--- config.mk ---
export PLATFORM = sky130hd
export DESIGN_NAME = alu_rr_scheduler
export DESIGN_NICKNAME = d
export VERILOG_FILES = /design/src/rtl/alu_pkg.sv /design/src/rtl/rr_arbiter.sv /design/src/rtl/alu_rr_scheduler.sv
export SDC_FILE = /design/constraint.sdc
export NUM_CORES = 1
export LEC_CHECK = 0
export ABC_AREA = 1
export BUFFER_PORTS_ARGS = -buffer_cell sky130_fd_sc_hd__buf_2
export CELL_PAD_IN_SITES_DETAIL_PLACEMENT = 0
export CELL_PAD_IN_SITES_GLOBAL_PLACEMENT = 1
export CORE_MARGIN = 1
export CORE_UTILIZATION = 28
export DETAILED_ROUTE_END_ITERATION = 10
export GPL_TIMING_DRIVEN = 0
export MAX_ROUTING_LAYER = met4
export PLACE_DENSITY = 0.75
export SKIP_CTS_REPAIR_TIMING = 1
export SYNTH_ARGS = -nofsm -noshare
export SYNTH_HDL_FRONTEND = slang
export SYNTH_SLANG_ARGS = --single-unit
--- constraint.sdc ---
create_clock -name clk -period 2.3 [get_ports clk]
set_clock_uncertainty 0.15 [all_clocks]
set_input_delay 0.345 -clock clk [delete_from_list [all_inputs] [get_ports clk]]
set_output_delay 0.345 -clock clk [all_outputs]
set_load 0.01 [all_outputs]
--- src/rtl/alu_pkg.sv ---
// Shared ALU definitions: widths, opcode encodings and the illegal-opcode test.
package alu_pkg;

  localparam int DATA_WIDTH = 4;
  localparam int RES_WIDTH  = 5;

  localparam logic [3:0] OP_AND  = 4'b0000;
  localparam logic [3:0] OP_OR   = 4'b0001;
  localparam logic [3:0] OP_XOR  = 4'b0010;
  localparam logic [3:0] OP_NOTA = 4'b0011;
  localparam logic [3:0] OP_ADD  = 4'b0100;
  localparam logic [3:0] OP_ADC  = 4'b0101;
  localparam logic [3:0] OP_SUB  = 4'b0110;
  localparam logic [3:0] OP_SBB  = 4'b0111;
  localparam logic [3:0] OP_INCA = 4'b1000;
  localparam logic [3:0] OP_INCB = 4'b1001;
  localparam logic [3:0] OP_DECB = 4'b1010;
  localparam logic [3:0] OP_DECA = 4'b1011;

  // Encodings 4'b1100..4'b1111 are undefined; the ALU returns zero for them.
  function automatic logic is_illegal(input logic [3:0] op);
    return op[3] & op[2];
  endfunction

endpackage

--- src/rtl/rr_arbiter.sv ---
// Round-robin arbiter: one-hot grant to the first set request at or above ptr, with wrap.
module rr_arbiter #(
  parameter  int NUM_REQ = 4,
  localparam int ID_W    = $clog2(NUM_REQ)
) (
  input  logic [NUM_REQ-1:0] req,
  input  logic [ID_W-1:0]    ptr,
  output logic [NUM_REQ-1:0] grant,
  output logic [ID_W-1:0]    grant_id
);

  logic            found;
  logic [ID_W-1:0] idx;

  // Scan requesters starting at ptr and take the first one that is asking.
  always_comb begin
    grant    = '0;
    grant_id = '0;
    found    = 1'b0;
    idx      = '0;
    for (int i = 0; i < NUM_REQ; i++) begin
      idx = ID_W'((int'(ptr) + i) % NUM_REQ);
      if (!found && req[idx]) begin
        found       = 1'b1;
        grant[idx]  = 1'b1;
        grant_id    = idx;
      end
    end
  end

endmodule

--- src/rtl/alu_rr_scheduler.sv ---
// Shares one registered ALU between NUM_REQ requesters; round-robin issue,
// tag pipeline matched to the ALU latency, tagged responses.
module alu_rr_scheduler #(
  parameter  int NUM_REQ    = 4,
  parameter  int DATA_WIDTH = alu_pkg::DATA_WIDTH,
  parameter  int OP_WIDTH   = 4,
  parameter  int ALU_LAT    = 2,
  parameter  int CNT_WIDTH  = 8,
  localparam int ID_W       = $clog2(NUM_REQ)
) (
  input  logic                           clk,
  input  logic                           rst_n,
  input  logic                           en,
  input  logic [NUM_REQ-1:0]             req_valid,
  output logic [NUM_REQ-1:0]             req_ready,
  input  logic [NUM_REQ*DATA_WIDTH-1:0]  req_a,
  input  logic [NUM_REQ*DATA_WIDTH-1:0]  req_b,
  input  logic [NUM_REQ*OP_WIDTH-1:0]    req_op,
  input  logic [NUM_REQ-1:0]             req_ci,
  input  logic [NUM_REQ-1:0]             req_bi,
  output logic [DATA_WIDTH-1:0]          alu_a,
  output logic [DATA_WIDTH-1:0]          alu_b,
  output logic [OP_WIDTH-1:0]            alu_opcode,
  output logic                           alu_ci,
  output logic                           alu_bi,
  input  logic [DATA_WIDTH:0]            alu_result,
  output logic                           rsp_valid,
  output logic [ID_W-1:0]                rsp_id,
  output logic [DATA_WIDTH:0]            rsp_data,
  output logic                           rsp_illegal,
  output logic                           busy,
  output logic [CNT_WIDTH-1:0]           issue_cnt
);

  import alu_pkg::*;

  logic [NUM_REQ-1:0]            arb_req;
  logic [NUM_REQ-1:0]            grant;
  logic [ID_W-1:0]               grant_id;
  logic [ID_W-1:0]               ptr;
  logic                          grant_any;

  logic [ALU_LAT-1:0]            tag_valid;
  logic [ALU_LAT-1:0]            tag_ill;
  logic [ALU_LAT-1:0][ID_W-1:0]  tag_id;

  logic [ID_W-1:0]               rsp_id_q;
  logic [DATA_WIDTH:0]           rsp_data_q;

  // Grants are suppressed while disabled and while reset is held, so nothing
  // can be handshaken during reset.
  assign arb_req   = req_valid & {NUM_REQ{en & rst_n}};
  assign req_ready = grant;
  assign grant_any = |grant;

  rr_arbiter #(.NUM_REQ(NUM_REQ)) u_arb (
    .req      (arb_req),
    .ptr      (ptr),
    .grant    (grant),
    .grant_id (grant_id)
  );

  // Steer the granted requester's operands onto the ALU; idle drives zeros.
  always_comb begin
    alu_a      = '0;
    alu_b      = '0;
    alu_opcode = '0;
    alu_ci     = 1'b0;
    alu_bi     = 1'b0;
    for (int i = 0; i < NUM_REQ; i++) begin
      if (grant[i]) begin
        alu_a      = req_a[i*DATA_WIDTH +: DATA_WIDTH];
        alu_b      = req_b[i*DATA_WIDTH +: DATA_WIDTH];
        alu_opcode = req_op[i*OP_WIDTH +: OP_WIDTH];
        alu_ci     = req_ci[i];
        alu_bi     = req_bi[i];
      end
    end
  end

  // Advance the round-robin pointer past the winner and count issued ops.
  always_ff @(posedge clk or negedge rst_n) begin
    if (!rst_n) begin
      ptr       <= '0;
      issue_cnt <= '0;
    end else if (grant_any) begin
      ptr       <= (grant_id == ID_W'(NUM_REQ - 1)) ? '0 : grant_id + 1'b1;
      issue_cnt <= issue_cnt + CNT_WIDTH'(1);
    end
  end

  // Tag pipeline shadows the ALU's register stages so each result is matched
  // to its requester; it never stalls.
  always_ff @(posedge clk or negedge rst_n) begin
    if (!rst_n) begin
      tag_valid <= '0;
      tag_ill   <= '0;
      tag_id    <= '0;
    end else begin
      tag_valid[0] <= grant_any;
      tag_ill[0]   <= grant_any & is_illegal(alu_opcode);
      tag_id[0]    <= grant_id;
      for (int i = 1; i < ALU_LAT; i++) begin
        tag_valid[i] <= tag_valid[i-1];
        tag_ill[i]   <= tag_ill[i-1];
        tag_id[i]    <= tag_id[i-1];
      end
    end
  end

  // Remember the last delivered response so id/data hold between pulses.
  always_ff @(posedge clk or negedge rst_n) begin
    if (!rst_n) begin
      rsp_id_q   <= '0;
      rsp_data_q <= '0;
    end else if (rsp_valid) begin
      rsp_id_q   <= tag_id[ALU_LAT-1];
      rsp_data_q <= alu_result;
    end
  end

  assign rsp_valid   = tag_valid[ALU_LAT-1];
  assign rsp_illegal = rsp_valid & tag_ill[ALU_LAT-1];
  assign rsp_id      = rsp_valid ? tag_id[ALU_LAT-1] : rsp_id_q;
  assign rsp_data    = rsp_valid ? alu_result : rsp_data_q;
  assign busy        = |tag_valid;

endmodule

==> reports/results.ini <==
[die]
dieArea_um2 = 7780
die_h_um = 88.2
initial_core_util = 0.288
rows = 31
ioPinCount = 104
die_x_um = 88.2
core_um2 = 7210

[yosys]
synthSimpleGateAreaFrac = 0.430
synth_warnings = 0
synth_edf_count = 0
post_synth_num_cell_types = 25
synth-xor-area-share = 0.0409
ys_seq_area_frac = 0.301
postSynth.asyncResetShare = 1.00
synthAdderAreaFrac = 0.0481
synth_top_family_by_area = simple AND/OR/NAND/NOR gates
synth_common_cells = nand2_1 (117), nand3_1 (37), a21oi_1 (29)
yosysMostFrequentCell = nand2_1
synth_nets = 375
synth_top_cell_by_area = dfrtp_1
postSynthCellCount = 299
avgSynthCellArea_um2 = 6.96
syn-cell-area_um2 = 2080
synth_ff_type = dfrtp_1
synth_area_leaders = dfrtp_1 (30%), nand2_1 (21%), nand3_1 (8.9%)
yosysTopAreaCellShare = 0.301
synth_mux_area_frac = 0
ys_seq_elements = 25
synth-compound-area-share = 0.0878

[run]
drv_cap = 0

[finish]
antenna_cells = 0
stdcell_area_um2 = 3400
drive_above_1_share = 0.495
postLayoutCoreUtil = 0.472
nNetsFinal = 511
fillers = 760
synthToLayoutAreaGrowth_pct = 63.5

[placed_design]
dpl_worst_slack_ps = -797
io_buffer_count = 103
place_congestion = 0.746
post_dp_cell_area_um2 = 2830
post-dp-hpwl_mm = 4.40

[timing]
post-route-min-period_ps = 2850
finalSetupViolations = 28
relSlewSlack = 0.646
fmax_mhz = 351
hold_viol = 0
max_slew.worst_pin.slew_ps = 527
finalCritPeriodShare = 1.24
setup_tns_ps = -9450
rsz0062_at_grt = yes
drv_slew = 0
layout_setup_ws_ps = -549

[routing]
drt_iter0_drc = 43
ant_nets = 0
routed_wl_mm = 6.35
wire_per_inst_um = 11.9
vias = 2343
drc = 0
first_pass_iters = 4
via_per_inst = 4.40

[global_route]
grt_pass1_wl_mm = 8.75
grt_max_degree = 30
grt.total_usage = 0.146
antenna_found_initial = 0
grt_overflow = 0
grt_pass1_vias = 1934

[critical_path]
cp_top_family = simple AND/OR/NAND/NOR gates
cp_max_fo = 7
worst-path-buf-inv = 5
cp_cell_sequence = clkinv_4 -> ha_4 -> inv_2 -> nand3_2 -> nand2_4 -> nor2_4 -> nand3_2 -> nand3_4 -> inv_4 -> clkbuf_16 -> nand3_2 -> nand2_1 -> nand2_1 -> nand2_2 -> buf_6
critical_path_class = flop to output port
cp-start-kind = flop
cpPeakStageDelay_ps = 450
crit_path_end_kind = output port
critPathMostFrequentCell = nand3_2
cp_data_required_time_ps = 1800
worst_ep_arrival_time_ps = 2350
slowest_stage = dfrtp_2

[run_status]
violations = negative setup slack
status = finished with violations

[clock_network]
clock_latency_ps = 260
cts_sinks = 25
htree_num_levels = 1
cts.clk_slew.worst_paths_ps = 80
cts_tree = built
numCtsBuffers = 3
root_buffer = clkbuf_8
clockBufferDepth = 2

[min_path]
hp-class = input pin to flop

## logic make-up (layout without fill, tap and decap cells)
group / count (synthesis) / in the layout
flip-flops: 25 / 25
AO/OA/AOI/OAI: 36 / 36
AND/OR/NAND/NOR: 181 / 182
adder cells (fa/ha/maj): 8 / 8
buffers and inverters: 41 / 175
XOR/XNOR: 8 / 8
## worst register-to-register path, stage by stage (launching register included)
cell and delay (ps):
dfrtp_2 450, clkinv_4 100, ha_4 300, inv_2 40, nand3_2 70, nand2_4 90, nand3_1 100, nand2_1 60
nand3b_4 200, buf_6 150, buf_6 110, nor2_4 140, nand2_4 80, buf_8 150, xor2_1 140
## final cells by class
class                           count  area [um2]  share of cell area
Buffer                             11         139              0.0408
Sequential cell                    25         628               0.185
Multi-Input combinational cell    234        1430               0.420
Inverter                           30         123              0.0360
Clock inverter                      1        5.00             0.00147
Tap cell                           99         124              0.0364
Clock buffer                        3        41.3              0.0121
Timing Repair Buffer              130         912               0.268
## layout by cell type, fill, tap and decap left out, types with 3 or more instances in the layout
master / Yosys / layout
buf_8: 0 / 7
buf_2: 4 / 88
clkbuf_16: 0 / 4
nand3_2: 3 / 20
inv_1: 28 / 25
nand2_4: 5 / 5
o21ai_0: 6 / 5
dfrtp_1: 25 / 23
a21oi_1: 29 / 26
nor2_4: 3 / 5
ha_1: 8 / 7
clkbuf_8: 0 / 3
buf_6: 3 / 21
nand2_2: 7 / 24
nand3b_4: 3 / 3
buf_4: 3 / 18
a21oi_2: 0 / 3
nand3_1: 37 / 20
nand2_1: 117 / 100
xor2_1: 6 / 6
## worst paths after layout
kind	slack, ps	startpoint	to	cells after the start
max	-550	flop	alu_opcode[0]	15
min	150	alu_result[4]	rsp_data_q[4]	3
max reg2reg	-140	flop	issue_cnt[0]	14
min reg2reg	200	tag_ill[0]	tag_ill[1]	0
max in group asynchronous	1390	rst_n	async pin	3
min in group asynchronous	450	rst_n	issue_cnt[2]	3
## flip-flops by register name, indices dropped and copies added (netlist names), named ones only
| register | flops |
|---|---|
| issue_cnt | 8 |
| rsp_data_q | 5 |
| tag_id | 4 |
| rsp_id_q | 2 |
| tag_ill | 2 |
| tag_valid | 2 |
| ptr | 1 |
## routing by layer
layer	GRT usage	wire length, um	vias up
met4	0.0220	27	0
li1	-	-	1226
met3	0.0198	223	2
met2	0.254	3310	50
met5	-	0	-
met1	0.184	2780	1065
## stage by stage
stage,hold slack [ps],cells
6_report,154,533
3_3_place_gp,184,501
3_5_place_dp,185,501
2_1_floorplan,-101,299
5_1_grt,148,533
4_1_cts,-36.2,505
Power is not shown: default switching activity piles up to over one toggle a cycle in this logic, so the estimate is an artifact.
